**src/rtl/alu_ctrl_if.sv**
```systemverilog
// Bundle of the request, ALU-drive and response ports around the ALU issue controller.
// The slave view belongs to the controller; the master view belongs to its environment.
interface alu_ctrl_if;
    logic        req_valid;
    logic        req_ready;
    logic [11:0] req_decinst;
    logic [31:0] req_rs1;
    logic [31:0] req_rs2;
    logic [31:0] req_imm;

    logic        alu_en;
    logic [11:0] alu_decinst;
    logic [31:0] alu_rs1;
    logic [31:0] alu_rs2;
    logic [31:0] alu_imm;
    logic [31:0] alu_rd;
    logic        alu_cmp;
    logic        alu_carry;
    logic        alu_is_rd;
    logic        alu_is_inst;

    logic        rsp_valid;
    logic        rsp_ready;
    logic [31:0] rsp_rd;
    logic        rsp_wr;
    logic        rsp_cmp;
    logic        rsp_carry;
    logic        rsp_err;

    modport slave (
        input  req_valid, req_decinst, req_rs1, req_rs2, req_imm,
        output req_ready,
        output alu_en, alu_decinst, alu_rs1, alu_rs2, alu_imm,
        input  alu_rd, alu_cmp, alu_carry, alu_is_rd, alu_is_inst,
        output rsp_valid, rsp_rd, rsp_wr, rsp_cmp, rsp_carry, rsp_err,
        input  rsp_ready
    );

    modport master (
        output req_valid, req_decinst, req_rs1, req_rs2, req_imm,
        input  req_ready,
        input  alu_en, alu_decinst, alu_rs1, alu_rs2, alu_imm,
        output alu_rd, alu_cmp, alu_carry, alu_is_rd, alu_is_inst,
        input  rsp_valid, rsp_rd, rsp_wr, rsp_cmp, rsp_carry, rsp_err,
        output rsp_ready
    );
endinterface

```
**src/rtl/alu_ctrl.sv**
```systemverilog
// ALU issue controller: one op per handshake, LOAD (en low) then EXEC (en high) until
// the ALU reports completion or the EXEC timeout expires, then a held valid/ready response.
module alu_ctrl #(
    parameter int unsigned TIMEOUT = 64
) (
    input  logic      clk,
    input  logic      reset,
    alu_ctrl_if.slave bus
);

    typedef enum logic [1:0] {
        IDLE = 2'd0,
        LOAD = 2'd1,
        EXEC = 2'd2,
        RESP = 2'd3
    } state_t;

    localparam logic [7:0] TMO_LAST = 8'(TIMEOUT - 1);
    localparam logic [7:0] CNT_MAX  = 8'hFF;

    state_t      state_r;
    state_t      state_nxt_s;
    logic        accept_s;
    logic        done_s;
    logic        tmo_s;
    logic [7:0]  cnt_r;

    logic [11:0] hold_decinst_r;
    logic [31:0] hold_rs1_r;
    logic [31:0] hold_rs2_r;
    logic [31:0] hold_imm_r;

    logic [31:0] rsp_rd_r;
    logic        rsp_wr_r;
    logic        rsp_cmp_r;
    logic        rsp_carry_r;
    logic        rsp_err_r;

    // State register.
    always_ff @(posedge clk or negedge reset) begin
        if (!reset) begin
            state_r <= IDLE;
        end else begin
            state_r <= state_nxt_s;
        end
    end

    // Next-state logic and capture strobes; completion takes priority over timeout.
    always_comb begin
        state_nxt_s = state_r;
        accept_s    = 1'b0;
        done_s      = 1'b0;
        tmo_s       = 1'b0;
        case (state_r)
            IDLE: begin
                if (bus.req_valid) begin
                    accept_s    = 1'b1;
                    state_nxt_s = LOAD;
                end else begin
                    state_nxt_s = IDLE;
                end
            end
            LOAD: begin
                state_nxt_s = EXEC;
            end
            EXEC: begin
                if (bus.alu_is_inst) begin
                    done_s      = 1'b1;
                    state_nxt_s = RESP;
                end else if (cnt_r == TMO_LAST) begin
                    tmo_s       = 1'b1;
                    state_nxt_s = RESP;
                end else begin
                    state_nxt_s = EXEC;
                end
            end
            RESP: begin
                if (bus.rsp_ready) begin
                    state_nxt_s = IDLE;
                end else begin
                    state_nxt_s = RESP;
                end
            end
            default: begin
                state_nxt_s = IDLE;
            end
        endcase
    end

    // EXEC cycle counter: cleared in LOAD, saturates instead of wrapping.
    always_ff @(posedge clk or negedge reset) begin
        if (!reset) begin
            cnt_r <= 8'd0;
        end else if (state_r == LOAD) begin
            cnt_r <= 8'd0;
        end else if ((state_r == EXEC) && (cnt_r != CNT_MAX)) begin
            cnt_r <= cnt_r + 8'd1;
        end else begin
            cnt_r <= cnt_r;
        end
    end

    // Operation holding registers; they feed the ALU and change only on acceptance.
    always_ff @(posedge clk or negedge reset) begin
        if (!reset) begin
            hold_decinst_r <= 12'd0;
            hold_rs1_r     <= 32'd0;
            hold_rs2_r     <= 32'd0;
            hold_imm_r     <= 32'd0;
        end else if (accept_s) begin
            hold_decinst_r <= bus.req_decinst;
            hold_rs1_r     <= bus.req_rs1;
            hold_rs2_r     <= bus.req_rs2;
            hold_imm_r     <= bus.req_imm;
        end else begin
            hold_decinst_r <= hold_decinst_r;
            hold_rs1_r     <= hold_rs1_r;
            hold_rs2_r     <= hold_rs2_r;
            hold_imm_r     <= hold_imm_r;
        end
    end

    // Response capture; alu_rd is masked unless the ALU claims it, so a floating bus never leaks.
    always_ff @(posedge clk or negedge reset) begin
        if (!reset) begin
            rsp_rd_r    <= 32'd0;
            rsp_wr_r    <= 1'b0;
            rsp_cmp_r   <= 1'b0;
            rsp_carry_r <= 1'b0;
            rsp_err_r   <= 1'b0;
        end else if (done_s) begin
            rsp_rd_r    <= bus.alu_is_rd ? bus.alu_rd : 32'd0;
            rsp_wr_r    <= bus.alu_is_rd;
            rsp_cmp_r   <= bus.alu_cmp;
            rsp_carry_r <= bus.alu_carry;
            rsp_err_r   <= 1'b0;
        end else if (tmo_s) begin
            rsp_rd_r    <= 32'd0;
            rsp_wr_r    <= 1'b0;
            rsp_cmp_r   <= 1'b0;
            rsp_carry_r <= 1'b0;
            rsp_err_r   <= 1'b1;
        end else begin
            rsp_rd_r    <= rsp_rd_r;
            rsp_wr_r    <= rsp_wr_r;
            rsp_cmp_r   <= rsp_cmp_r;
            rsp_carry_r <= rsp_carry_r;
            rsp_err_r   <= rsp_err_r;
        end
    end

    // Handshake and enable decode straight from the state register, so en drops in the first RESP cycle.
    assign bus.req_ready   = (state_r == IDLE);
    assign bus.alu_en      = (state_r == EXEC);
    assign bus.rsp_valid   = (state_r == RESP);

    assign bus.alu_decinst = hold_decinst_r;
    assign bus.alu_rs1     = hold_rs1_r;
    assign bus.alu_rs2     = hold_rs2_r;
    assign bus.alu_imm     = hold_imm_r;

    assign bus.rsp_rd      = rsp_rd_r;
    assign bus.rsp_wr      = rsp_wr_r;
    assign bus.rsp_cmp     = rsp_cmp_r;
    assign bus.rsp_carry   = rsp_carry_r;
    assign bus.rsp_err     = rsp_err_r;

endmodule

```
**src/flat_wrapper.sv**
```systemverilog
// flat-port wrapper written by rule: the top's interface ports become plain ports
module alu_ctrl_flat 
#(
    parameter int unsigned TIMEOUT = 64
)
  (clk, reset, bus_req_valid, bus_req_decinst, bus_req_rs1, bus_req_rs2, bus_req_imm, bus_req_ready, bus_alu_en, bus_alu_decinst, bus_alu_rs1, bus_alu_rs2, bus_alu_imm, bus_alu_rd, bus_alu_cmp, bus_alu_carry, bus_alu_is_rd, bus_alu_is_inst, bus_rsp_valid, bus_rsp_rd, bus_rsp_wr, bus_rsp_cmp, bus_rsp_carry, bus_rsp_err, bus_rsp_ready);
  alu_ctrl_if bus_i ();
  input  logic clk;
  input  logic reset;
  input wire logic [$bits(bus_i.req_valid)-1:0] bus_req_valid;
  input wire logic [$bits(bus_i.req_decinst)-1:0] bus_req_decinst;
  input wire logic [$bits(bus_i.req_rs1)-1:0] bus_req_rs1;
  input wire logic [$bits(bus_i.req_rs2)-1:0] bus_req_rs2;
  input wire logic [$bits(bus_i.req_imm)-1:0] bus_req_imm;
  output wire logic [$bits(bus_i.req_ready)-1:0] bus_req_ready;
  output wire logic [$bits(bus_i.alu_en)-1:0] bus_alu_en;
  output wire logic [$bits(bus_i.alu_decinst)-1:0] bus_alu_decinst;
  output wire logic [$bits(bus_i.alu_rs1)-1:0] bus_alu_rs1;
  output wire logic [$bits(bus_i.alu_rs2)-1:0] bus_alu_rs2;
  output wire logic [$bits(bus_i.alu_imm)-1:0] bus_alu_imm;
  input wire logic [$bits(bus_i.alu_rd)-1:0] bus_alu_rd;
  input wire logic [$bits(bus_i.alu_cmp)-1:0] bus_alu_cmp;
  input wire logic [$bits(bus_i.alu_carry)-1:0] bus_alu_carry;
  input wire logic [$bits(bus_i.alu_is_rd)-1:0] bus_alu_is_rd;
  input wire logic [$bits(bus_i.alu_is_inst)-1:0] bus_alu_is_inst;
  output wire logic [$bits(bus_i.rsp_valid)-1:0] bus_rsp_valid;
  output wire logic [$bits(bus_i.rsp_rd)-1:0] bus_rsp_rd;
  output wire logic [$bits(bus_i.rsp_wr)-1:0] bus_rsp_wr;
  output wire logic [$bits(bus_i.rsp_cmp)-1:0] bus_rsp_cmp;
  output wire logic [$bits(bus_i.rsp_carry)-1:0] bus_rsp_carry;
  output wire logic [$bits(bus_i.rsp_err)-1:0] bus_rsp_err;
  input wire logic [$bits(bus_i.rsp_ready)-1:0] bus_rsp_ready;
  assign bus_i.req_valid = bus_req_valid;
  assign bus_i.req_decinst = bus_req_decinst;
  assign bus_i.req_rs1 = bus_req_rs1;
  assign bus_i.req_rs2 = bus_req_rs2;
  assign bus_i.req_imm = bus_req_imm;
  assign bus_req_ready = bus_i.req_ready;
  assign bus_alu_en = bus_i.alu_en;
  assign bus_alu_decinst = bus_i.alu_decinst;
  assign bus_alu_rs1 = bus_i.alu_rs1;
  assign bus_alu_rs2 = bus_i.alu_rs2;
  assign bus_alu_imm = bus_i.alu_imm;
  assign bus_i.alu_rd = bus_alu_rd;
  assign bus_i.alu_cmp = bus_alu_cmp;
  assign bus_i.alu_carry = bus_alu_carry;
  assign bus_i.alu_is_rd = bus_alu_is_rd;
  assign bus_i.alu_is_inst = bus_alu_is_inst;
  assign bus_rsp_valid = bus_i.rsp_valid;
  assign bus_rsp_rd = bus_i.rsp_rd;
  assign bus_rsp_wr = bus_i.rsp_wr;
  assign bus_rsp_cmp = bus_i.rsp_cmp;
  assign bus_rsp_carry = bus_i.rsp_carry;
  assign bus_rsp_err = bus_i.rsp_err;
  assign bus_i.rsp_ready = bus_rsp_ready;
  alu_ctrl #(.TIMEOUT(TIMEOUT)) u_core (.clk(clk), .reset(reset), .bus(bus_i));
endmodule
```
**config.mk**
```make
export PLATFORM = sky130hd
export DESIGN_NAME = alu_ctrl_flat
export DESIGN_NICKNAME = d
export VERILOG_FILES = /design/src/rtl/alu_ctrl_if.sv /design/src/rtl/alu_ctrl.sv /design/src/flat_wrapper.sv
export SDC_FILE = /design/constraint.sdc
export NUM_CORES = 1
export LEC_CHECK = 0
export BUFFER_PORTS_ARGS = -buffer_cell sky130_fd_sc_hd__buf_2
export CELL_PAD_IN_SITES_DETAIL_PLACEMENT = 1
export CELL_PAD_IN_SITES_GLOBAL_PLACEMENT = 1
export CORE_MARGIN = 10
export CORE_UTILIZATION = 38
export CTS_CLUSTER_DIAMETER = 120
export DETAILED_ROUTE_END_ITERATION = 6
export GPL_ROUTABILITY_DRIVEN = 0
export PLACE_DENSITY = 0.82
export SLEW_MARGIN = 20
export SYNTH_ARGS = -nofsm -noshare
export SYNTH_HDL_FRONTEND = slang
export SYNTH_SLANG_ARGS = --single-unit
```
**constraint.sdc**
```tcl
create_clock -name clk -period 2.89 [get_ports clk]
set_input_delay 0.289 -clock clk [delete_from_list [all_inputs] [get_ports clk]]
set_output_delay 0.289 -clock clk [all_outputs]
set_load 0.01 [all_outputs]
```
* Word-level counts from Yosys, hierarchy flattened
Index checks and enable logic that the tools add are counted.
** Word-level totals
- Flip-flop bits (word level) :: 154
- Bits in latches :: 0
- RAM bits :: 0
- ROM bits :: 0
- Bits of input ports :: 148
- Logic and storage cells :: 44
- Memories kept :: 0
** Cells by class
- Add/subtract/negate cells :: 1
- Multipliers :: 0
- Divide/modulo/power cells :: 0
- Magnitude comparators :: 0
- Equal/unequal tests :: 5
- Shift-type cells :: 0
- Mux-type cells :: 23
- Bitwise logic cells :: 0
- Reduce and logical (&&, ||, !) cells :: 4
** Operators with widths (number)
- $mux 32 :: 3
- $mux 8 :: 2
- $mux 1 :: 15
- $add 8x1->8 const B :: 1
- $eq 8x6->1 const B :: 1
- $ne 8x8->1 const B :: 1
- $pmux 2 s4 :: 1
- $eq 2x2->1 const B :: 2
- $mux 2 :: 2
- $reduce_bool 2->1 :: 2
- $eq 2x1->1 const B :: 1
- $logic_not 2->1 :: 1
- $logic_and 1x1->1 :: 1

* Depth between registers and ports, before layout
- Depth after elaboration :: 6
- Mapped depth :: 6

* Worst setup path after synthesis
OpenSTA, ideal clock, no wires.
- Path kind :: register to register
- From :: register u_core.state_r[0]
- To :: register u_core.hold_decinst_r[0], in the netlist u_core.bus.alu_decinst[0]
- Library setup time :: 0.125 ns
- Arrival :: 1.568 ns
- Data required time :: 2.765 ns
- Slack :: 1.197 ns
- Stages on the path, launching flop included :: 7
- Path buffers :: 3
- Clock period less this slack :: 1.693 ns
- Cell sequence :: dfrtp_1 nor2_1 and2_1 buf_2 buf_6 buf_6 mux2_4
** Between the ends
- Cells in the longest elaborated chain, start to end :: 2
** Ends and longest elaborated chain
- start, declared :: line alu_ctrl.sv:21 : state_t state_r;
- start signal, assigned :: line alu_ctrl.sv:44 : state_r <= state_nxt_s;
- $logic_not 2->1
- net bus_req_ready :: line flat_wrapper.sv:15 : output wire logic [$bits(bus_i.req_ready)-1:0] bus_req_ready;
- $mux 1 :: line alu_ctrl.sv:54 : case (state_r)
- end signal, assigned :: line alu_ctrl.sv:111 : hold_decinst_r <= bus.req_decinst;
- end signal, assigned :: line alu_ctrl.sv:116 : hold_decinst_r <= hold_decinst_r;
- end, declared :: line alu_ctrl.sv:28 : logic [11:0] hold_decinst_r;
The timed path passes the listed nets, and every way through them passes these cells.
A chain may end at the register's enable or synchronous reset.

* Final worst setup path
- From :: register u_core.state_r[1]
- To :: register u_core.hold_imm_r[20], in the netlist u_core.bus.alu_imm[20]
** Between the ends
- Cells in the longest elaborated chain, start to end :: 2
** Ends and longest elaborated chain
- $logic_not 2->1 :: line alu_ctrl.sv:54
- $mux 1 :: line alu_ctrl.sv:54
- end signal, assigned :: line alu_ctrl.sv:114 : hold_imm_r <= bus.req_imm;
- end signal, assigned :: line alu_ctrl.sv:119 : hold_imm_r <= hold_imm_r;
- end, declared :: line alu_ctrl.sv:31 : logic [31:0] hold_imm_r;
Every way passes these cells.

==> impl_metrics.yaml <==
run_status:
  status: "complete, no violations"
detailed_routing:
  drt_iter0_drc: 122
  firstDrtPassIters: 4
  wire_per_inst_um: 21.9
  vias: 4353
  post-route-drc-count: 0
  via_per_inst: 4.98
  drt-total-wl_mm: 19.1
  drtAntennaViolNets: 0
layout:
  multi_input_area_um2: 1920
  final_common_cell: "buf_2"
  syn_to_final_growth_pct: 39.3
  final_core_util_pct: 54.2
  ff_latch_area_um2: 3850
  antennaDiodeCount: 0
  final_layout_size_suffix_gt1_share_pct: 65.2
  instances_no_fill: 874
  fill_cells: 1604
  final_cell_mix: "buf_2 (293), dfrtp_1 (154), mux2_2 (88)"
  layout.nets: 822
critical_path:
  worstSetupPathType: "reg -> reg"
  cp.required_ps: 3190
  crit_family: "simple AND/OR/NAND/NOR gates"
  critPathLaunchType: "flop"
  timing.critical_path.buf_inv: 1
  rr_worst_depth: 4
  cp.arrival_ps: 2410
  cp-end-kind: "flop"
  cp_slowest_cell: "dfrtp_1"
  crit_cells: 4
  cp_slowest_stage_delay_ps: 480
  crit_fanout: 55
  crit_chain: "nor2_1, and2_4, buf_12, mux2_2"
timing:
  rsz0062_at_grt: "no"
  skew_ps: 8.32
  finalSetupViolations: 0
  finalMaxSlewViolations: 0
  max_freq_ghz: 0.474
  finalCritPeriodShare_pct: 73.0
  postLayoutSetupSlackWorst_ps: 781
  holdWs_ps: 72.1
  finalCriticalPeriod_ps: 2110
  relSlewSlack_pct: 59.0
  setup_tns_ps: 0
  hold_viol: 0
  tightest_slew_ps: 614
placement:
  dp_hpwl_mm: 14.5
  place_inst: 841
  io_buffer_count: 294
  dp_slack_ps: 816
clock_tree:
  path_clk_slew_ps: 60
  cts_tree: "done"
  clockBufferDepth: 2
  cts_setup_buffers: 0
  cts.sinks: 154
  clk_latency_ps: 420
  hold_buffers: 1
  cts_buffers: 17
  cts_resized: 0
  cts_root_buffer: "clkbuf_16"
  htree_levels: 4
logic_synthesis:
  syn_nets: 521
  syn_avg_cell_area_um2: 15.9
  ys_types: 37
  yosys_warnings: 0
  yosysSeqAreaShare_pct: 65.2
  netlist_instances: 372
  ys_seq_elements: 154
  syn_area_um2: 5910
floorplan:
  row_count: 45
  core_area_um2: 15200
  fp.dieH_um: 145
  pin_count: 295
  initial_core_util_pct: 38.9
  die_area_um2: 20900
  die_w_um: 145
global_routing:
  grt_overflow: 0
  grt_first_pass_wirelength_mm: 29.0
  grt_use_total_pct: 18.2
  grt_pass1_vias: 5048
  antenna_found_initial: 0
  grt_max_degree: 66
power_and_ir_drop:
  power_frac_comb_pct: 36.2
  p_leak_nw: 4.17
  internal_power_mw: 6.38
  switching_share_pct: 33.3
  p_per_area_nw_per_um2: 1160
  ir_drop_v: 0.000619
  seqPwrFrac_pct: 38.8
  p_switching_mw: 3.18
  clkPwrFrac_pct: 24.9
worst_hold_path:
  hold_path_class: "in -> reg"
  hold_depth: 2
flow_run:
  max_cap_viol_count: 0
==> cell families after synthesis <==
family / after synthesis / share of synthesized area, %
buffers and inverters: 25 / 2.35
AND/OR/NAND/NOR: 27 / 2.79
multiplexers: 108 / 21.8
adder cells (fa/ha/maj): 1 / 0.212
flip-flops: 154 / 65.2
AO/OA/AOI/OAI: 57 / 7.62
==> state kept, by name (all words and copies together), names as in the netlist, 2 cells and up <==
signal,cells
u_core.bus.alu_imm,32
u_core.bus.alu_rs1,32
u_core.bus.alu_rs2,32
u_core.bus.rsp_rd,32
u_core.bus.alu_decinst,12
u_core.cnt_r,8
u_core.state_r,2
==> metrics by stage <==
step,area [µm²],power [mW]
after floorplan,5910,5.59
after global placement,7590,7.04
after detailed placement,7590,7.26
after CTS,8240,9.73
after global routing,8240,10.2
final,8240,9.56
==> worst reg2reg max path: cells and delay by family (launching register included) <==
| kind | cells | cell delay, ps |
|---|---|---|
| buf+inv | 1 | 390 |
| flops | 1 | 480 |
| simple gates | 2 | 690 |
| mux | 1 | 440 |
==> cell usage after synthesis (all sizes together) <==
cell type	n	area share, %
dfrtp	154	65
mux2	108	22
a22o	32	4.7
buf	21	2.1
nand3	8	0.76
a21oi	7	0.59
o21ai	5	0.49
inv	3	0.19
nand2	3	0.19
nor2	3	0.19
a32o	2	0.34
and2	2	0.21
and3	2	0.21
nand4	2	0.21
o211ai	2	0.25
a21o	1	0.13
a311oi	1	0.15
a31o	1	0.15
a31oi	1	0.11
clkbuf	1	0.063
ha	1	0.21
nand2b	1	0.11
nand3b	1	0.13
nor2b	1	0.11
nor3	1	0.085
nor3b	1	0.13
nor4	1	0.36
o2111ai	1	0.15
o22ai	1	0.11
o311ai	1	0.15
o31ai	1	0.13
o41ai	1	0.15
or3	1	0.11
==> area by class of cell <==
cell class,instances,share of cell area (%)
Clock buffer,19,5.38
Sequential cell,154,46.8
Inverter,3,0.137
Multi-Input combinational cell,193,23.3
Clock inverter,13,2.31
Tap cell,188,2.86
Timing Repair Buffer,304,19.2
==> power groups by stage <==
stage | Combinational [mW] | Sequential, mW | Clock (mW)
5_1_grt | 3.74 | 3.86 | 2.56
3_5_place_dp | 3.52 | 3.74 | 0
6_report | 3.46 | 3.71 | 2.38
3_3_place_gp | 3.39 | 3.65 | 0
2_1_floorplan | 1.46 | 4.12 | 0
4_1_cts | 3.56 | 3.73 | 2.44
==> path summary, 6_finish.rpt <==
kind,startpoint,endpoint,slack [ps]
setup reg to reg,u_core.state_r[1],u_core.bus.alu_imm[20],780
min in group asynchronous,reset,u_core.bus.rsp_rd[10],420
setup / recovery,u_core.state_r[1],u_core.bus.alu_imm[20],780
hold / removal,bus_rsp_ready,u_core.state_r[1],70
max in group asynchronous,reset,u_core.bus.alu_rs1[20],1560
hold reg to reg,u_core.bus.rsp_wr,u_core.bus.rsp_wr,470
==> layer usage <==
metal / GRT usage, % / wire length (µm) / up-vias
li1: - / - / 1964
met1: 17.7 / 6620 / 2211
met2: 34.5 / 10700 / 153
met5: 0 / 0 / -
met4: 6.44 / 379 / 0
met3: 6.62 / 1370 / 25
(Power assumes the default switching activity.)
